**config.mk**
```make
export PLATFORM = sky130hd
export DESIGN_NAME = score_bcd_scheduler
export DESIGN_NICKNAME = d
export VERILOG_FILES = /design/src/rtl/score_pkg.sv /design/src/rtl/bcd_dabble_step.sv /design/src/rtl/score_bcd_scheduler.sv
export SDC_FILE = /design/constraint.sdc
export NUM_CORES = 1
export LEC_CHECK = 0
export CAP_MARGIN = 5
export CORE_ASPECT_RATIO = 0.7
export CORE_MARGIN = 2
export CORE_UTILIZATION = 55
export CTS_CLUSTER_DIAMETER = 40
export DETAILED_ROUTE_END_ITERATION = 7
export PLACE_DENSITY_LB_ADDON = 0.3
export SLEW_MARGIN = 10
export SYNTH_ARGS = -nofsm -noshare
export SYNTH_HDL_FRONTEND = slang
export SYNTH_SLANG_ARGS = --single-unit
```
**constraint.sdc**
```tcl
create_clock -name clk -period 2.8 [get_ports clk]
set_clock_uncertainty 0.15 [all_clocks]
set_input_delay 0.42 -clock clk [delete_from_list [all_inputs] [get_ports clk]]
set_output_delay 0.42 -clock clk [all_outputs]
set_load 0.05 [all_outputs]
```
**src/rtl/score_pkg.sv**
```systemverilog
// Shared constants, state encoding and helpers for the score BCD scheduler.
// Imported by the shared double-dabble engine and its arbiter.
package score_pkg;

    localparam int          BCD_DIGIT_W   = 4;
    localparam logic [3:0]  DABBLE_THRESH = 4'd5;
    localparam logic [3:0]  DABBLE_ADD    = 4'd3;

    typedef enum logic {
        IDLE = 1'b0,
        CONV = 1'b1
    } state_e;

    // A single requester still needs a one-bit id field.
    function automatic int idWidth(input int n);
        return (n > 1) ? $clog2(n) : 1;
    endfunction

endpackage

```
**src/rtl/bcd_dabble_step.sv**
```systemverilog
// One double-dabble iteration: add 3 to every BCD field >= 5, then shift left by one.
// The register layout is {BCD digits, binary operand}, with the MS digit at the top.
module bcd_dabble_step
    import score_pkg::*;
#(
    parameter int BIN_W  = 8,
    parameter int DIGITS = 3
) (
    input  logic [DIGITS*BCD_DIGIT_W+BIN_W-1:0] shift_i,
    output logic [DIGITS*BCD_DIGIT_W+BIN_W-1:0] shift_o
);

    localparam int SHIFT_W = DIGITS*BCD_DIGIT_W + BIN_W;

    logic [SHIFT_W-1:0] adjusted;

    // Each digit is corrected within its own 4-bit field; a carry never crosses fields.
    always_comb begin
        adjusted = shift_i;
        for (int d = 0; d < DIGITS; d++) begin
            if (adjusted[BIN_W + d*BCD_DIGIT_W +: BCD_DIGIT_W] >= DABBLE_THRESH) begin
                adjusted[BIN_W + d*BCD_DIGIT_W +: BCD_DIGIT_W] =
                    adjusted[BIN_W + d*BCD_DIGIT_W +: BCD_DIGIT_W] + DABBLE_ADD;
            end
        end
        shift_o = {adjusted[SHIFT_W-2:0], 1'b0};
    end

endmodule

```
**src/rtl/score_bcd_scheduler.sv**
```systemverilog
// Round-robin arbiter that shares one iterative binary-to-BCD engine among N_REQ
// score requesters; each result is tagged with the id of the requester it belongs to.
module score_bcd_scheduler
    import score_pkg::*;
#(
    parameter  int N_REQ  = 2,
    parameter  int BIN_W  = 8,
    parameter  int DIGITS = 3,
    localparam int ID_W   = idWidth(N_REQ)
) (
    input  logic                          clk,
    input  logic                          reset,
    input  logic [N_REQ-1:0]              req,
    input  logic [N_REQ*BIN_W-1:0]        bin_in,
    output logic [N_REQ-1:0]              ack,
    output logic                          busy,
    output logic                          result_valid,
    output logic [ID_W-1:0]               result_id,
    output logic [DIGITS*BCD_DIGIT_W-1:0] bcd_out
);

    localparam int BCD_W   = DIGITS*BCD_DIGIT_W;
    localparam int SHIFT_W = BCD_W + BIN_W;
    localparam int CNT_W   = $clog2(BIN_W + 1);

    state_e             state_q;
    logic [ID_W-1:0]    lastGrant_q;
    logic [CNT_W-1:0]   cnt_q;
    logic [SHIFT_W-1:0] shift_q;
    logic [SHIFT_W-1:0] shift_d;
    logic [N_REQ-1:0]   ack_q;
    logic               busy_q;
    logic               resultValid_q;
    logic [ID_W-1:0]    resultId_q;
    logic [BCD_W-1:0]   bcd_q;

    logic               grantValid_d;
    logic [ID_W-1:0]    grant_d;
    logic [ID_W-1:0]    scanIdx;

    // Scan from farthest to nearest after the last grant so the nearest pending wins.
    always_comb begin
        grantValid_d = 1'b0;
        grant_d      = lastGrant_q;
        scanIdx      = lastGrant_q;
        for (int i = N_REQ; i >= 1; i--) begin
            scanIdx = ID_W'((int'(lastGrant_q) + i) % N_REQ);
            if (req[scanIdx]) begin
                grantValid_d = 1'b1;
                grant_d      = scanIdx;
            end
        end
    end

    bcd_dabble_step #(
        .BIN_W  (BIN_W),
        .DIGITS (DIGITS)
    ) u_step (
        .shift_i (shift_q),
        .shift_o (shift_d)
    );

    always_ff @(posedge clk) begin
        if (reset) begin
            state_q       <= IDLE;
            lastGrant_q   <= ID_W'(N_REQ - 1);
            cnt_q         <= '0;
            shift_q       <= '0;
            ack_q         <= '0;
            busy_q        <= 1'b0;
            resultValid_q <= 1'b0;
            resultId_q    <= '0;
            bcd_q         <= '0;
        end else begin
            ack_q         <= '0;
            resultValid_q <= 1'b0;
            case (state_q)
                IDLE: begin
                    if (grantValid_d) begin
                        shift_q     <= {{BCD_W{1'b0}}, bin_in[grant_d*BIN_W +: BIN_W]};
                        cnt_q       <= CNT_W'(BIN_W);
                        lastGrant_q <= grant_d;
                        ack_q       <= N_REQ'(1) << grant_d;
                        busy_q      <= 1'b1;
                        state_q     <= CONV;
                    end
                end
                CONV: begin
                    shift_q <= shift_d;
                    cnt_q   <= cnt_q - CNT_W'(1);
                    // The step taken with one count left is the final one.
                    if (cnt_q == CNT_W'(1)) begin
                        bcd_q         <= shift_d[SHIFT_W-1 -: BCD_W];
                        resultId_q    <= lastGrant_q;
                        resultValid_q <= 1'b1;
                        busy_q        <= 1'b0;
                        state_q       <= IDLE;
                    end
                end
                default: state_q <= IDLE;
            endcase
        end
    end

    assign ack          = ack_q;
    assign busy         = busy_q;
    assign result_valid = resultValid_q;
    assign result_id    = resultId_q;
    assign bcd_out      = bcd_q;

endmodule

```
== After elaboration in Yosys (flattened, before gate mapping) ==
Index checks and enable logic that the tools add are counted.
W data, S select, Z words.

* Register bits after elaboration: 43
* Bits in latches: 0
* Bits in writable memories: 0
* Bits in read-only memories: 0
* Word-level logic and storage cells: 54
* Memories kept: 0

* Add/sub/neg operators: 6
* Multipliers: 0
* Div/mod/pow operators: 0
* Order comparisons: 5
* Equal/unequal tests: 3
* Shifts and indexed selects: 2
* Mux-type cells: 22
* Bitwise logic cells: 2
* Reduce and logical (&&, ||, !) cells: 5

{| class="wikitable"
|+ Operators by type and width
! operator !! number
|-
| $pmux W20 S2 || 1
|-
| $mux W20 || 1
|-
| $shiftx A16 B5 Y8 || 1
|-
| $mux W1 || 13
|-
| $ge A4 B3 Y1 const B || 3
|-
| $mux W4 || 3
|-
| $add A4 B2 Y4 const B || 2
|-
| $pmux W4 S2 || 1
|-
| $reduce_and A2 Y1 || 3
|-
| $eq A4 B1 Y1 const B || 1
|-
| $lt A1 B2 Y1 const B || 2
|-
| $pmux W1 S2 || 2
|-
| $sub A4 B1 Y4 const B || 1
|-
| $add A3 B2 Y3 const B || 1
|-
| $mux W3 || 1
|-
| $reduce_or A3 Y1 || 1
|-
| $add A1 B1 Y1 const B || 2
|-
| $ne A2 B1 Y1 const B || 1
|-
| $ne A2 B2 Y1 const B || 1
|-
| $not A1 Y1 || 2
|-
| $reduce_or A2 Y1 || 1
|-
| $shl A1 B1 Y2 const A || 1
|}

== Longest topological paths before layout ==
Gate-level depths: netlist of the first run.

* Depth in word-level cells: 8
* Gate-level depth with buffers: 7
* Gate-level depth less buffers: 7

== By module ==
Synthesis of the first run repeated with hierarchy kept, for this count alone.

* Cells, all modules: 212
* Area, all modules: 2029.4 sq um

{| class="wikitable"
|+ Modules (own cells, without submodules)
! module !! instances !! cells each !! area each (sq um) !! sequential area each (sq um)
|-
| score_bcd_scheduler || 1 || 158 || 1674.1 || 860.8
|-
| bcd_dabble_step || 1 || 54 || 355.3 || 0.0
|}

== Worst setup path before layout of the first run ==
Ideal clock, no wire load.

* Path kind: reg2reg
* From: register shift_q[8]
* To: register shift_q[10]
* Arrival: 1.352 ns
* Slack: 1.223 ns
* Cell stages (with the launch flop): 7
* Buffers on the path: 0
* Path through: dfxtp_1 -> inv_1 -> ha_1 -> nand2b_1 -> a21oi_1 -> mux2_2 -> o22ai_1

* Word-level cells in the longest chain between the ends: 3

{| class="wikitable"
|+ Ends and longest elaborated chain
! what !! line !! RTL
|-
| start, declared || score_bcd_scheduler.sv:29 || <nowiki>logic [SHIFT_W-1:0] shift_q;</nowiki>
|-
| start signal, assigned || score_bcd_scheduler.sv:80 || <nowiki>shift_q <= {{BCD_W{1'b0}}, bin_in[grant_d*BIN_W +: BIN_W]};</nowiki>
|-
| start signal, assigned || score_bcd_scheduler.sv:89 || <nowiki>shift_q <= shift_d;</nowiki>
|-
| $add A4 B2 Y4 / $ge A4 B3 Y1 (equally long branches) || bcd_dabble_step.sv:23, bcd_dabble_step.sv:21 ||
|-
| $mux W4 * || bcd_dabble_step.sv:21 || <nowiki>if (adjusted[BIN_W + d*BCD_DIGIT_W +: BCD_DIGIT_W] >= DABBLE_THRESH) begin</nowiki>
|-
| $pmux W20 S2 * || score_bcd_scheduler.sv:77 || <nowiki>case (state_q)</nowiki>
|}

Every way passes the cells marked *; elsewhere a longest branch is shown, timed or not.
A chain may end at the register's enable or synchronous reset.

== Worst setup path in the final report of the first run ==
* From: register bcd_q[0], in the netlist bcd_out[0]
* To: output bcd_out[0]

{| class="wikitable"
|+ RTL lines
! what !! line !! RTL
|-
| start, declared || score_bcd_scheduler.sv:35 || <nowiki>logic [BCD_W-1:0] bcd_q;</nowiki>
|-
| start signal, assigned || score_bcd_scheduler.sv:93 || <nowiki>bcd_q <= shift_d[SHIFT_W-1 -: BCD_W];</nowiki>
|-
| end, declared || score_bcd_scheduler.sv:19 || <nowiki>output logic [DIGITS*BCD_DIGIT_W-1:0] bcd_out</nowiki>
|}

No word-level cell between the ends.

==> results of run 1 <==
-- per-stage QoR --
| step | std cells | worst slack, ps | total power [mW] | hold WS, ps |
|---|---|---|---|---|
| 3_3_place_gp | 285 | 725.6 | 0.8332 | 297.1 |
| 2_1_floorplan | 208 | 1223 | 0.7797 | 292.3 |
| 5_1_grt | 293 | 601.6 | 1.259 | 333.7 |
| 4_1_cts | 293 | 762.9 | 1.216 | 313.4 |
| 6_report | 293 | 772.8 | 1.206 | 311.3 |
| 3_5_place_dp | 285 | 689.3 | 0.8388 | 302.1 |
-- area by class of cell --
cell class | count | area [µm²] | area share (%)
inverters | 17 | 63.81 | 2.574
repair buffers | 41 | 397.9 | 16.05
flip-flops and latches | 43 | 860.8 | 34.73
clock buffers | 5 | 68.82 | 2.776
well taps | 50 | 62.56 | 2.524
clock inverters | 3 | 15.01 | 0.6058
multi-input cells | 134 | 1010 | 40.74
-- flip-flops by register name, summed over array words and instances, names as in the netlist --
| signal | flops |
|---|---|
| bcd_out | 12 |
| busy | 1 |
| lastGrant_q | 1 |
| cnt_q | 4 |
| result_id | 1 |
| ack | 2 |
| state_q | 1 |
| shift_q | 20 |
| result_valid | 1 |
-- cell usage in the layout, fill, tap and decap left out, types with 2 or more instances in the layout --
cell             instances
dfxtp_1                 43
clkdlybuf4s50_1         36
inv_1                   17
a21oi_1                 15
nand3b_1                12
o2bb2ai_1               11
nor3b_1                 10
nand2_1                 10
o22ai_1                  8
ha_1                     8
nand2b_1                 7
o21ai_0                  7
a221oi_1                 7
a221oi_2                 7
nor2_1                   5
clkbuf_8                 5
buf_4                    5
xnor2_1                  3
nand3_1                  3
mux2_2                   3
nor3_1                   3
clkinv_2                 3
nor3_2                   2
a22o_1                   2
-- per-layer routing --
metal	up-vias	track usage, %
li1	826	-
met5	-	0
met4	0	9.091
met3	9	5.116
met1	773	28.22
met2	21	38.84
-- Yosys cell counts (2+ instances only) --
cell type,count,area [µm²]
nand3_1,3,15.01
nor3_2,2,20.02
nor3b_1,10,75.07
buf_2,8,40.04
a221oi_1,7,61.31
mux2_2,3,33.78
o21ai_0,7,35.03
inv_1,17,63.81
a221oi_2,7,105.1
nand2_1,10,37.54
a22o_1,2,17.52
ha_1,8,100.1
a21oi_1,15,75.07
o22ai_1,8,50.05
clkbuf_1,3,11.26
nand2b_1,7,43.79
o2bb2ai_1,11,96.34
dfxtp_1,43,860.8
nor3_1,3,15.01
nor2_1,5,18.77
nand3b_1,12,90.09
xnor2_1,3,26.28
-- worst paths after layout --
path / start / end / slack, ps / cells past startpoint
worst max-delay path: bcd_out[0] / bcd_out[0] / 770 / 1
worst max register to register: cnt_q[1] / result_id / 820 / 6
worst min-delay path: shift_q[6] / shift_q[7] / 310 / 2
worst min register to register: shift_q[6] / shift_q[7] / 310 / 2
-- power by group --
group	switching [mW]	total (mW)	internal, mW
Combinational	0.0948	0.174	0.0796
Clock	0.210	0.381	0.171
Sequential	0.0167	0.651	0.634
Total	0.321	1.21	0.885
-- kinds of logic (layout without fill, tap and decap cells) --
kind of cell / Yosys count / count (layout)
AOI/OAI and AO/OA: 62 / 62
adders and majority gates: 8 / 8
DFF: 43 / 43
and+or+nand+nor: 57 / 57
xor gates and xnor gates: 3 / 3
muxes: 4 / 4
buffers and inverters: 31 / 66
==> impl_metrics.yaml, run 1 <==
synthesis:
  synth_top_family_by_area: "compound AO/OA/AOI/OAI gates"
  synthArstFlopShare_pct: 0
  synth-edff-count: 0
  netlist_area_before_placement_um2: 2002
  synth_nets: 236
  post_synth_inst_count: 208
  synth.yosys.warnings: 0
  syn-mean-instance-area_um2: 9.625
  dominantRegCellSynth: "dfxtp_1"
  synth.mux.area_fraction_pct: 2.188
  synth-seq-cells: 43
  synth.distinct_cells: 36
  synth_sequential_area_ratio_pct: 43.00
  synth-adder-area-share_pct: 5.000
  simple_gate_share_of_the_synthesized_area_pct: 17.31
  synthesized_area_fraction_occupied_by_ao_oa_aoi_and_oai_cells_pct: 24.62
  post_synth_xor_area_fraction_pct: 1.312
flow_run:
  max_cap_viol_count: 0
finish:
  post_layout_net_count: 270
  finish.utilization_pct: 70.55
  drive_above_1_share_pct: 11.11
  area_growth_syn_to_layout_pct: 23.81
  n_antenna_cell: 0
  fillCellCount: 302
  finalInstanceArea_um2: 2479
die:
  floorplan.core_area_um2: 3513
  die_w_um: 76.11
  initial_core_util_pct: 56.98
  rows: 18
  num_io_pins: 37
  die_height_um: 54.48
  die-area_um2: 4146
setup_path:
  timing.critical_path.fanout_max: 2
  worst_ep_arrival_time_ps: 1460
  worst-path-buf-inv: 1
  critical_path.cell_chain: "clkdlybuf4s50_1"
  cpMaxStageDelayCell: "clkdlybuf4s50_1"
  critical_path_class: "flop to primary output"
  critical_path.top_delay_family: "buffers and inverters"
  critPathLaunchType: "flop"
  critical_path.endpoint_type: "primary output"
  worst_stage_delay_on_the_critical_path_ps: 810
  required_ps: 2230
placed_design:
  place_area_um2: 2395
  portBuffers: 36
  hpwlAfterDp_um: 2989
  gpl.final_weighted_congestion: 0.7893
global_routing:
  first_global_vias: 1542
  grt_antenna_before_repair: 0
  groute.usage.overall_pct: 22.43
  grt-ovfl-total: 0
  pin_count_of_the_biggest_net_entering_global_routing: 32
  grt_pass1_wl_um: 7093
clocking:
  clkSlewWorstSetupHoldPaths_ps: 90
  clock_latency_ps: 300
  cts_max_level: 2
  clock_tree_buf_depth: 2
  post-cts-setup-buffer-count: 0
  tritoncts: "built"
  number_of_hold_repair_buffers_added_at_the_cts_stage: 0
  cts_made_buffers: 5
  clock_sink_count: 43
  cts_resized: 0
  clock-root-buffer: "clkbuf_8"
route:
  remaining_drc_errors: 0
  drt_pre_antenna_iters: 4
  highest_layer: "met4"
  route.final.wire_length_um: 4297
  detail_route.vias_per_cell: 5.560
  wire_per_inst_um: 14.67
  met2RoutedLength_um: 1892
  dr_total_vias: 1629
  met3_layer_wire_length_in_the_routed_design_um: 120
  drt_iter0_markers: 67
  routedLengthMet1_um: 2200
  route.antenna.remaining_nets: 0
pwr:
  worst_ir_drop_vdd_mv: 0.3073
  power_leakage_nw: 0.8548
  power_density_nw_per_um2: 486.5
timing:
  rsz0062_at_grt: "no"
  slew_limit_fails: 0
  timing.max_slew.rel_slack_pct: 35.47
  period_minus_slack_ps: 2027
  final.setup.tns_ps: 0
  finalHoldViolations: 0
  timing.final.crit_share_pct: 72.40
  worstMarginPinSlew_ps: 964.5
  fmaxAchievable_mhz: 493.3
  setup_viol: 0
outcome:
  outcome: "complete, no violations"
min_path:
  min-delay-path-class: "flop to flop"
Power figures use the tool's default switching activity.
==> run 2, diff against run 1 <==
--- a/config.mk
+++ b/config.mk
@@ -8,7 +8,7 @@
 export CAP_MARGIN = 5
 export CORE_ASPECT_RATIO = 0.7
 export CORE_MARGIN = 2
-export CORE_UTILIZATION = 55
+export CORE_UTILIZATION = 46
 export CTS_CLUSTER_DIAMETER = 40
 export DETAILED_ROUTE_END_ITERATION = 7
 export PLACE_DENSITY_LB_ADDON = 0.3
==> constraint.sdc (replaced) <==
create_clock -name clk -period 1.7 [get_ports clk]
set_clock_uncertainty 0.15 [all_clocks]
set_input_delay 0.255 -clock clk [delete_from_list [all_inputs] [get_ports clk]]
set_output_delay 0.255 -clock clk [all_outputs]
set_load 0.05 [all_outputs]
==> run 2 against run 1 <==
Effect of this change: final cell count grew 6.5%; sequential power grew 64%; count of clock-buffer cells in the layout grew 1; sequential share of layout area shrank 1.8 points; critical path type is now flop to flop; largest cell class unchanged.
==> impl_metrics.yaml, run 2 (synthesis results as in run 1) <==
outcome:
  outcome: "complete, no violations"
pwr:
  pwr-share-clk_pct: 30.4
  power_leakage_nw: 0.9882
  power_density_nw_per_um2: 762.2
  internal_power_mw: 1.474
  power.share.sequential_pct: 53.6
  worst_ir_drop_vdd_mv: 0.4605
  power_switching_share_pct: 26.29
  switchingPower_mw: 0.5258
  power_frac_comb_pct: 16.0
timing:
  period_minus_slack_ps: 1617
  worst_slack_ps: 82.90
  finalHoldViolations: 0
  final.hold.worst_slack_ps: 311.1
  worstMarginPinSlew_ps: 383.1
  timing.final.crit_share_pct: 95.12
  final.setup.tns_ps: 0
  setup_viol: 0
  fmaxAchievable_mhz: 618.4
  slew_limit_fails: 0
  timing.max_slew.rel_slack_pct: 74.40
finish:
  n_antenna_cell: 0
  largest_register: "shift_q"
  ff_latch_area_um2: 864.6
  multi_input_comb_area_um2: 1055
  area_growth_syn_to_layout_pct: 31.06
  finalInstanceArea_um2: 2624
  fillCellCount: 373
  most_common_library_cell_in_the_layout_ignoring_fill_and_taps: "dfxtp_1"
  flip_flop_count_of_the_largest_register_after_layout: 20
  post_layout_net_count: 286
  layout_common_cells: "dfxtp_1 (40), buf_4 (35), clkdlybuf4s50_1 (19)"
  drive_above_1_share_pct: 26.85
  finish.utilization_pct: 61.68
setup_path:
  cpMaxStageDelayCell: "mux2_2"
  worst_r2r_startpoint: "shift_q[13]"
  rr_endpoint: "shift_q[14]"
  rrSetupSlack_ps: 80
  critical_path.endpoint_type: "flop"
  critical_path_class: "flop to flop"
  setup.worst_path.end: "shift_q[14]"
  critPathLaunchType: "flop"
  critical_path.cell_chain: "inv_1 > ha_1 > nand2b_1 > a21oi_2 > mux2_2 > o22ai_1"
  timing.critical_path.fanout_max: 3
  critPathLaunch: "shift_q[13]"
  reg2reg_depth: 6
  worst_ep_arrival_time_ps: 1690
  required_ps: 1770
  worst_stage_delay_on_the_critical_path_ps: 360
route:
  route.final.wire_length_um: 4356
  drt_pre_antenna_iters: 4
  route.antenna.remaining_nets: 0
  remaining_drc_errors: 0
  detail_route.vias_per_cell: 5.333
  dr_total_vias: 1664
  wire_per_inst_um: 13.96
  drt_iter0_markers: 89
placed_design:
  place_area_um2: 2484
  portBuffers: 36
  hpwlAfterDp_um: 2918
  gpl.final_weighted_congestion: 0.7389
  dp_slack_ps: -260.1
clocking:
  clkSlewWorstSetupHoldPaths_ps: 80
  clock_tree_buf_depth: 2
  cts_made_buffers: 5
  tritoncts: "built"
  cts_max_level: 2
  clock_latency_ps: 300
  clock_sink_count: 43
  clock-root-buffer: "clkbuf_8"
global_routing:
  groute.usage.overall_pct: 18.56
  grt-ovfl-total: 0
  first_global_vias: 1518
  grt_antenna_before_repair: 0
  pin_count_of_the_biggest_net_entering_global_routing: 46
  grt_pass1_wl_um: 7265
flow_run:
  max_cap_viol_count: 0
die:
  num_io_pins: 37
  die_height_um: 59.20
  rows: 20
  floorplan.core_area_um2: 4254
  die_w_um: 82.85
  die-area_um2: 4904
  initial_core_util_pct: 47.06
min_path:
  timing.hold.worst.start: "shift_q[6]"
  min-delay-path-class: "flop to flop"
## run 2: cell types whose count changed in the layout (fill, tap and decap cells not counted), sizes merged
cell	change
clkinv	-3
clkdlybuf4s50	-17
buf	+33
clkbuf	+1
## run 2: layer usage
metal  track usage, %  vias up  wire length, µm
met1            25.97      769             2368
met3            5.432        4              160
met2            28.00       23             1792
met5                0        -                0
met4            5.621        0               35
li1                 -      868                -
## run 2: how the worst min path moves through the flow
stage	endpoint	slack, ps	cells after the start
after floorplan	shift_q[1]	260	2
after global placement	bcd_out[7]	300	1
after detailed placement	bcd_out[4]	300	1
after CTS	shift_q[7]	320	2
after global routing	bcd_out[6]	330	1
final	shift_q[7]	310	2
## run 2: power by group through the flow
| stage | registers, mW | clock network, mW | logic [mW] |
|---|---|---|---|
| after global routing | 1.08 | 0.649 | 0.349 |
| final | 1.07 | 0.608 | 0.320 |
| after global placement | 1.09 | 0 | 0.303 |
| after CTS | 1.07 | 0.613 | 0.310 |
| after detailed placement | 1.09 | 0 | 0.307 |
| after floorplan | 1.11 | 0 | 0.172 |
## run 2: repair_timing
item	4_1_cts	5_1_grt
hold endpoints to repair	0	0
pin swaps	0	2
buffers inserted	0	1
hold buffers	0	0
resized for setup	3	15
setup endpoints to repair	16	12
## run 2: final cells by class
class	count	area share (%)
tap	55	2.623
multi-input combinational	134	40.20
timing repair buffer	57	19.03
clock buffer	6	2.766
sequential	43	32.95
inverter	17	2.432
## run 2: stage by stage
step	power (mW)	instances
2_1_floorplan	1.284	208
3_3_place_gp	1.396	305
3_5_place_dp	1.401	305
4_1_cts	1.993	311
5_1_grt	2.074	312
6_report	2.000	312
## run 2: critical path, delay by kind of cell (launching register included)
kind,cells,cell delay [ps]
flip-flops,1,350
AO/OA/AOI/OAI,2,280
buffers and inverters,1,70
AND/OR/NAND/NOR,1,160
multiplexers,1,360
adder cells (fa/ha/maj),1,170
==> run 3, diff against run 2 <==
--- a/config.mk
+++ b/config.mk
@@ -5,14 +5,15 @@
 export SDC_FILE = /design/constraint.sdc
 export NUM_CORES = 1
 export LEC_CHECK = 0
-export CAP_MARGIN = 5
+export CAP_MARGIN = 20
 export CORE_ASPECT_RATIO = 0.7
 export CORE_MARGIN = 2
 export CORE_UTILIZATION = 46
 export CTS_CLUSTER_DIAMETER = 40
 export DETAILED_ROUTE_END_ITERATION = 7
+export GPL_ROUTABILITY_DRIVEN = 0
 export PLACE_DENSITY_LB_ADDON = 0.3
-export SLEW_MARGIN = 10
+export SLEW_MARGIN = 15
 export SYNTH_ARGS = -nofsm -noshare
 export SYNTH_HDL_FRONTEND = slang
 export SYNTH_SLANG_ARGS = --single-unit
==> results of run 3 <==
Final layout, timing and power as in run 2 (identical DEF).
